File: src/rtl/seven_seg_pkg.sv
// Shared types and constants for the multiplexed seven-segment scan controller.
package seven_seg_pkg;

  typedef enum logic [1:0] {
    IDLE,
    BLANK,
    DRIVE
  } state_t;

  localparam logic [6:0]  SEG_BLANK  = '1;
  localparam logic [3:0]  AN_OFF     = '1;
  localparam int unsigned NUM_DIGITS = 4;

  // Per-position suppression flags for leading-zero blanking; digit0 never blanks.
  function automatic logic [3:0] lz_mask(input logic [3:0] d3, input logic [3:0] d2,
                                         input logic [3:0] d1);
    logic [3:0] m;
    m[3] = (d3 == 4'h0);
    m[2] = m[3] && (d2 == 4'h0);
    m[1] = m[2] && (d1 == 4'h0);
    m[0] = 1'b0;
    return m;
  endfunction

endpackage

File: src/rtl/seven_seg_decoder.sv
// Hex digit to active-low segment pattern; seg = {g,f,e,d,c,b,a}.
module seven_seg_decoder
  import seven_seg_pkg::*;
(
  input  logic [3:0] value,
  output logic [6:0] seg
);

  always_comb begin
    seg = SEG_BLANK;
    case (value)
      4'h0: seg = 7'b1000000;
      4'h1: seg = 7'b1111001;
      4'h2: seg = 7'b0100100;
      4'h3: seg = 7'b0110000;
      4'h4: seg = 7'b0011001;
      4'h5: seg = 7'b0010010;
      4'h6: seg = 7'b0000010;
      4'h7: seg = 7'b1111000;
      4'h8: seg = 7'b0000000;
      4'h9: seg = 7'b0010000;
      4'hA: seg = 7'b0001000;
      4'hB: seg = 7'b0000011;
      4'hC: seg = 7'b1000110;
      4'hD: seg = 7'b0100001;
      4'hE: seg = 7'b0000110;
      4'hF: seg = 7'b0001110;
      default: seg = SEG_BLANK;
    endcase
  end

endmodule

File: src/rtl/seven_seg_scan_ctrl.sv
// 4-digit common-anode scan sequencer with anti-ghost blanking and frame-aligned updates.
// Optional PWM dimming via `define SEVEN_SEG_PWM_EN (adds duty input).
module seven_seg_scan_ctrl
  import seven_seg_pkg::*;
#(
  parameter int unsigned CLK_DIV      = 50000,
  parameter int unsigned BLANK_CYCLES = 500
) (
  input  logic       clk,
  input  logic       rst_n,
  input  logic       enable,
  input  logic       lz_blank,
`ifdef SEVEN_SEG_PWM_EN
  input  logic [3:0] duty,
`endif
  input  logic [3:0] digit0,
  input  logic [3:0] digit1,
  input  logic [3:0] digit2,
  input  logic [3:0] digit3,
  input  logic       upd_valid,
  output logic       upd_ready,
  output logic [6:0] seg,
  output logic [3:0] an,
  output logic       frame_tick
);

  localparam int unsigned SLOT_W = $clog2(CLK_DIV);
  localparam logic [SLOT_W-1:0] SLOT_LAST  = SLOT_W'(CLK_DIV - 1);
  localparam logic [SLOT_W-1:0] BLANK_LAST = SLOT_W'(BLANK_CYCLES - 1);
  localparam bit NO_BLANK = (BLANK_CYCLES == 0);

  state_t                          state, state_nxt;
  logic [SLOT_W-1:0]               slot_cnt, slot_nxt;
  logic [1:0]                      idx, idx_nxt;
  logic [NUM_DIGITS-1:0][3:0]      shadow;
  logic [3:0]                      supp;
  logic [6:0]                      dec_seg;
  logic [6:0]                      seg_nxt;
  logic [3:0]                      an_nxt;
  logic                            slot_end, frame_end, drive_on, an_on;

  assign slot_end  = (slot_cnt == SLOT_LAST);
  assign frame_end = (state == DRIVE) && slot_end && (idx == 2'd3);
  assign upd_ready = (state == IDLE) || frame_end;
  assign supp      = lz_mask(shadow[3], shadow[2], shadow[1]);
  assign drive_on  = enable && (state == DRIVE);

`ifdef SEVEN_SEG_PWM_EN
  logic [3:0] pwm_cnt;

  always_ff @(posedge clk or negedge rst_n) begin
    if (!rst_n) pwm_cnt <= '0;
    else        pwm_cnt <= pwm_cnt + 4'd1;
  end

  assign an_on = drive_on && (pwm_cnt <= duty);
`else
  assign an_on = drive_on;
`endif

  seven_seg_decoder u_dec (
    .value (shadow[idx]),
    .seg   (dec_seg)
  );

  always_comb begin
    state_nxt = state;
    slot_nxt  = slot_cnt;
    idx_nxt   = idx;
    if (!enable) begin
      state_nxt = IDLE;
      slot_nxt  = '0;
      idx_nxt   = '0;
    end else begin
      case (state)
        IDLE: begin
          state_nxt = NO_BLANK ? DRIVE : BLANK;
          slot_nxt  = '0;
          idx_nxt   = '0;
        end
        BLANK: begin
          slot_nxt = slot_cnt + SLOT_W'(1);
          if (slot_cnt == BLANK_LAST) state_nxt = DRIVE;
        end
        DRIVE: begin
          if (slot_end) begin
            slot_nxt  = '0;
            idx_nxt   = idx + 2'd1;
            state_nxt = NO_BLANK ? DRIVE : BLANK;
          end else begin
            slot_nxt = slot_cnt + SLOT_W'(1);
          end
        end
        default: begin
          state_nxt = IDLE;
          slot_nxt  = '0;
          idx_nxt   = '0;
        end
      endcase
    end
  end

  // Gating by enable makes a mid-slot disable dark on the very next edge.
  always_comb begin
    an_nxt  = an_on ? ~(4'b0001 << idx) : AN_OFF;
    seg_nxt = (drive_on && !(lz_blank && supp[idx])) ? dec_seg : SEG_BLANK;
  end

  always_ff @(posedge clk or negedge rst_n) begin
    if (!rst_n) begin
      state      <= IDLE;
      slot_cnt   <= '0;
      idx        <= '0;
      shadow     <= '0;
      an         <= AN_OFF;
      seg        <= SEG_BLANK;
      frame_tick <= 1'b0;
    end else begin
      state      <= state_nxt;
      slot_cnt   <= slot_nxt;
      idx        <= idx_nxt;
      an         <= an_nxt;
      seg        <= seg_nxt;
      frame_tick <= frame_end && enable;
      if (upd_valid && upd_ready) shadow <= {digit3, digit2, digit1, digit0};
    end
  end

endmodule

File: config.mk
export PLATFORM = sky130hd
export DESIGN_NAME = seven_seg_scan_ctrl
export DESIGN_NICKNAME = d
export VERILOG_FILES = /design/src/rtl/seven_seg_pkg.sv /design/src/rtl/seven_seg_decoder.sv /design/src/rtl/seven_seg_scan_ctrl.sv
export SDC_FILE = /design/constraint.sdc
export NUM_CORES = 1
export LEC_CHECK = 0
export CORE_ASPECT_RATIO = 1.2
export CORE_MARGIN = 3
export CORE_UTILIZATION = 45
export CTS_BUF_LIST = sky130_fd_sc_hd__clkbuf_8
export CTS_CLUSTER_DIAMETER = 40
export DETAILED_ROUTE_END_ITERATION = 7
export GPL_TIMING_DRIVEN = 1
export PLACE_DENSITY_LB_ADDON = 0.3
export SLEW_MARGIN = 20
export SYNTH_ARGS = -nofsm -noshare
export SYNTH_HDL_FRONTEND = slang
export SYNTH_SLANG_ARGS = --single-unit
File: constraint.sdc
create_clock -name clk -period 2.34 [get_ports clk]
set_input_delay 0.468 -clock clk [delete_from_list [all_inputs] [get_ports clk]]
set_output_delay 0.468 -clock clk [all_outputs]
set_load 0.005 [all_outputs]
==> flow_summary.ini, run 1 <==
[critical_path]
crit_type = reg -> out
arrival_ns = 1.79
crit_family = flip-flops
slowest_stage = dfrtp_1
start_kind = flip-flop
path_cells = ha_2 -> and4b_1 -> and4_4 -> a31oi_4 -> inv_1 -> dlygate4sd2_1
cp_max_fo = 2
cp_num_buf_inv = 2
cp-end-kind = output pin
cp_slowest_stage_delay_ns = 0.40
crit_required_ns = 1.87

[sta]
fin_crit_ns = 2.26
setup_viol = 0
relSlewSlack_pct = 62.1
max_slew.worst_pin.slew_ns = 0.566
finalSetupTns_ns = 0
drv_slew = 0
final_hold_viol_count = 0
finalCritPeriodShare_pct = 96.6
max_freq_mhz = 442
skew_ns = 0.0135

[route]
drc = 0
drt_iter0_markers = 135
vias = 2495
first_pass_iters = 4
postRouteWirelength_mm = 6.97
drtAntennaViolNets = 0
via_per_inst = 5.58
wl_per_cell_um = 15.6

[clocking]
clk_pin_slew_ns = 0.09
cts_tree = done
clock-root-buffer = clkbuf_8
htree_levels = 2
cts_buffer_depth = 2
clock_latency_ns = 0.31
numCtsBuffers = 5
clkSinkCount = 48
hold_buffers = 0

[floorplanning]
chipHeight_um = 95.5
die-area_um2 = 7690
rows = 32
core_um2 = 6450
ios = 34
start_util_pct = 46.6
die_x_um = 80.6

[cells_and_area]
num_antenna_cells = 0
fin_nets = 397
area_delta_synth_final_pct = 22.0
drive_above_1_share_pct = 18.2

[placement]
io_buffers = 33
hpwlAfterDp_mm = 4.94
place.gp.congestion = 0.837

[power_and_ir_drop]
cellPowerDensity_nw_per_um2 = 870
p_leak_nw = 1.44
seqPwrFrac_pct = 39.5
ir_drop_v = 0.000393
power_frac_clock_pct = 16.5
p_switching_mw = 1.23
pwr-share-comb_pct = 44.0
total_power_mw = 3.19
p_int_mw = 1.96
switching_share_pct = 38.7

[logic_synthesis]
syn_nets = 344
synth_most_common_cell = dfrtp_1
yosys.area.top_type = dfrtp_1
yosys-top-cells-area = dfrtp_1 31%, dfstp_2 9.6%, ha_1 6.3%
synth_cell_types = 45
syn_inst = 308
seq_area_frac_synth_pct = 40.5
syn-cell-area_um2 = 3000
yosys-top-cells-count = 37 x dfrtp_1, 29 x nand2_1, 21 x nor2_1, 21 x o21ai_0, 18 x o211ai_1
yosysTopAreaCellShare_pct = 30.8
ys_warn_count = 0
synth_enable_flop_cells = 0
ys_seq_elements = 48
async_flop_share_pct = 100
avgSynthCellArea_um2 = 9.75
yosys_most_used_dff = dfrtp_1

[worst_hold_path]
hp-class = in -> async

[grt]
antenna_found_initial = 0
grt_max_degree = 33
grt_pass1_wl_mm = 11.5
grt_pass1_vias = 2391
grt.overflow.total = 0
groute.usage.overall_pct = 19.3

[job]
drv_cap = 0

[run_status]
status = finished clean
==> layout by cell type (no fill, tap or decap), drive strengths merged, types with 2 or more instances in the layout <==
cell type / n
nor3: 5
dfstp: 11
buf: 29
mux2i: 8
a21oi: 5
nand3: 12
o2111ai: 2
xnor2: 7
ha: 15
nand2: 29
mux2: 6
clkbuf: 6
nor2b: 17
nand2b: 17
o21ai: 21
o31ai: 2
xor2: 6
inv: 13
nand4: 8
and3: 2
or4: 3
o211ai: 19
or3: 2
mux4: 4
nor3b: 2
dfrtp: 37
clkdlybuf4s50: 31
and4: 3
a32o: 2
nor4: 4
nor2: 21
==> through the flow <==
| stage | hold WS (ns) | setup WS, ns | utilization, % | instance area, um2 | std cells |
|---|---|---|---|---|---|
| floorplan | 0.172 | 0.0408 | - | 3000 | 308 |
| global placement | 0.392 | 0.126 | 54.5 | 3510 | 432 |
| detailed placement | 0.394 | 0.124 | 54.5 | 3510 | 432 |
| CTS | 0.0648 | 0.0550 | 56.4 | 3640 | 443 |
| global route | 0.0753 | -0.000756 | 56.9 | 3660 | 447 |
| finish | 0.0551 | 0.0798 | 56.9 | 3660 | 447 |
==> state kept, by name, indices dropped and copies added (netlist names) <==
signal      count
frame_tick      1
seg             7
state           2
shadow         16
idx             2
slot_cnt       16
an              4
==> worst reg2reg max path: cells and delay by family (launching register included) <==
| family | cells | cell delay [ns] |
|---|---|---|
| muxes | 3 | 0.85 |
| DFF | 1 | 0.43 |
| adders and majority gates | 1 | 0.28 |
| AOI/OAI and AO/OA | 1 | 0.20 |
| buffers and inverters | 1 | 0.18 |
| and+or+nand+nor | 1 | 0.12 |
==> cells by family after synthesis <==
kind of cell	share of synthesized area, %
adders and majority gates	6.25
AOI/OAI and AO/OA	13.4
DFF	40.5
buffers and inverters	4.21
and+or+nand+nor	23.5
muxes	8.42
xor gates and xnor gates	3.79
==> final cells by class <==
cell class	count	area, um2
inverter	12	45.0
multi-input combinational	233	1670
sequential	48	1220
clock inverter	2	11.3
tap	85	106
fill	563	2780
timing repair buffer	61	534
clock buffer	6	82.6
==> layer usage <==
metal | track usage, % | vias to the layer above | share of wire, %
met4 | 7.75 | 0 | 1.6
met3 | 2.74 | 9 | 3.7
met5 | 0 | - | 0
li1 | - | 1203 | -
met2 | 32.9 | 54 | 52
met1 | 24.5 | 1229 | 43
==> power groups by stage <==
stage | Clock (mW) | Sequential, mW | Combinational (mW)
final | 0.526 | 1.26 | 1.40
after global placement | 0 | 1.25 | 1.35
after floorplan | 0 | 1.18 | 1.06
after detailed placement | 0 | 1.26 | 1.40
after CTS | 0.534 | 1.24 | 1.40
after global routing | 0.563 | 1.28 | 1.56
==> repair_timing <==
action | in CTS | in global routing
hold endpoints to repair | 0 | 0
pin swaps | 3 | 1
endpoints found under the setup margin | 1 | 2
setup buffers | 3 | 4
resized for setup | 5 | 2
==> path summary, 6_finish.rpt <==
check                             from  cells after the start  slack [ns]         to
hold / removal                   rst_n                      1        0.06   state[0]
setup / recovery           slot_cnt[0]                      6        0.08  upd_ready
max in group asynchronous        rst_n                      2        1.70  shadow[3]
setup reg to reg                idx[0]                      7        0.20     seg[0]
min in group clk             shadow[0]                      2        0.54  shadow[0]
hold reg to reg              shadow[0]                      2        0.54  shadow[0]
No activity file was read; power rests on OpenSTA's default activity.
==> inputs of run 2 (changes only) <==
REMOVE_ABC_BUFFERS = 1   (was unset)
SLEW_MARGIN = unset   (was 20)
==> run 2 against run 1 <==
Effect of this change: utilization is 0.60 points lower; non-clock buffer count is 4 lower; via count is 1.0% lower; count of clock-buffer cells in the layout is 1 lower; highest routed layer unchanged.
==> flow_summary.ini, run 2 (same netlist as run 1, synthesis figures left out) <==
[cells_and_area]
finish.utilization_pct = 56.3
num_antenna_cells = 0
final_cell_mix = 35 x dfrtp_1, 31 x clkdlybuf4s50_1, 29 x nand2_1, 24 x buf_4
layout_commonest_cell = dfrtp_1
fillCellCount = 575
final_cells = 443
reg_top3 = shadow (16), slot_cnt (16), seg (7)
fin_nets = 393
area_delta_synth_final_pct = 20.8
design_area_um2 = 3630
drive_above_1_share_pct = 17.3

[sta]
final_hold_viol_count = 0
max_slew.worst_pin.slew_ns = 0.677
drv_slew = 0
finalSetupTns_ns = 0
relSlewSlack_pct = 54.9
layout_setup_ws_ns = 0.111
finalCritPeriodShare_pct = 95.3
fin_crit_ns = 2.23
rsz0062_at_grt = false
skew_ns = 0.0107
hold_ws_ns = 0.192
max_freq_mhz = 449
setup_viol = 0

[floorplanning]
rows = 32
die-area_um2 = 7690
chipHeight_um = 95.5
die_x_um = 80.6
ios = 34
start_util_pct = 46.6
core_um2 = 6450

[critical_path]
cp-end-kind = output pin
crit_required_ns = 1.87
crit_type = reg -> out
rrSetupSlack_ns = 0.23
reg2reg_depth = 7
r2r_start = idx[0]
arrival_ns = 1.76
cp_max_fo = 3
reg2reg_to = seg[0]
start_kind = flip-flop

[power_and_ir_drop]
p_int_mw = 1.91
pwr-share-comb_pct = 44.4
cellPowerDensity_nw_per_um2 = 862
power_frac_clock_pct = 15.7
p_switching_mw = 1.21
ir_drop_v = 0.000540
seqPwrFrac_pct = 39.9
total_power_mw = 3.12
p_leak_nw = 1.42
switching_share_pct = 38.8

[grt]
antenna_found_initial = 0
grt_pass1_vias = 2323
grt_pass1_wl_mm = 11.3
groute.usage.overall_pct = 18.6
grt.overflow.total = 0
grt_max_degree = 33

[placement]
placed_cells = 431
place_area_um2 = 3500
place.gp.congestion = 0.922
place_ws_ns = 0.0965
io_buffers = 33
hpwlAfterDp_mm = 4.49

[clocking]
htree_levels = 2
numCtsBuffers = 5
clkSinkCount = 48
cts_tree = done
clk_pin_slew_ns = 0.09
hold_buffers = 0
clock_latency_ns = 0.30
cts_buffer_depth = 2
clock-root-buffer = clkbuf_8

[route]
drt_iter0_markers = 86
via_per_inst = 5.57
vias = 2469
first_pass_iters = 4
postRouteWirelength_mm = 6.56
drc = 0
wl_per_cell_um = 14.8
drtAntennaViolNets = 0

[job]
drv_cap = 0

[run_status]
status = finished clean

[worst_hold_path]
hp-class = in -> async
==> run 2: worst max-delay path by stage <==
stage | cells past startpoint | slack, ns | to | start
floorplan | 7 | 0.07 | seg[0] | idx[0]
global placement | 6 | 0.12 | upd_ready | slot_cnt[0]
detailed placement | 6 | 0.1 | upd_ready | slot_cnt[0]
CTS | 6 | 0.04 | upd_ready | slot_cnt[0]
global route | 6 | 0.02 | upd_ready | slot_cnt[1]
finish | 6 | 0.11 | upd_ready | slot_cnt[1]
==> run 2: layout make-up <==
| cell class | count | area, um2 | area share, % |
|---|---|---|---|
| Sequential cell | 48 | 1220 | 33.6 |
| Multi-Input combinational cell | 233 | 1670 | 46.0 |
| Tap cell | 85 | 106 | 2.93 |
| Timing Repair Buffer | 57 | 505 | 13.9 |
| Clock buffer | 5 | 68.8 | 1.90 |
| Clock inverter | 3 | 13.8 | 0.380 |
| Inverter | 12 | 45.0 | 1.24 |
==> run 2: power by group through the flow <==
stage	Combinational, mW	Sequential [mW]	Clock [mW]
floorplan	0.992	1.18	0
global placement	1.34	1.24	0
detailed placement	1.37	1.25	0
CTS	1.38	1.24	0.511
global route	1.56	1.27	0.544
finish	1.39	1.25	0.491
==> run 2: metal layers <==
layer	share of wire, %	vias up	GRT usage [%]
li1	-	1199	-
met1	47	1212	26.0
met2	48	51	29.4
met3	3.7	7	3.12
met4	1.4	0	5.92
met5	0	-	0
==> run 2: critical path, cell delays in order, from the launching register on <==
cell and delay, ns:
dfrtp_1 0.41, ha_2 0.18, and4b_1 0.19, and4_4 0.20, a31oi_4 0.24, inv_2 0.05, clkdlybuf4s15_1 0.20
==> run 2: what timing repair did <==
action                                  in CTS  in global routing
pin swaps                                    1                  1
setup buffers                                3                  1
endpoints found under the setup margin       1                  2
resized for setup                            4                  4
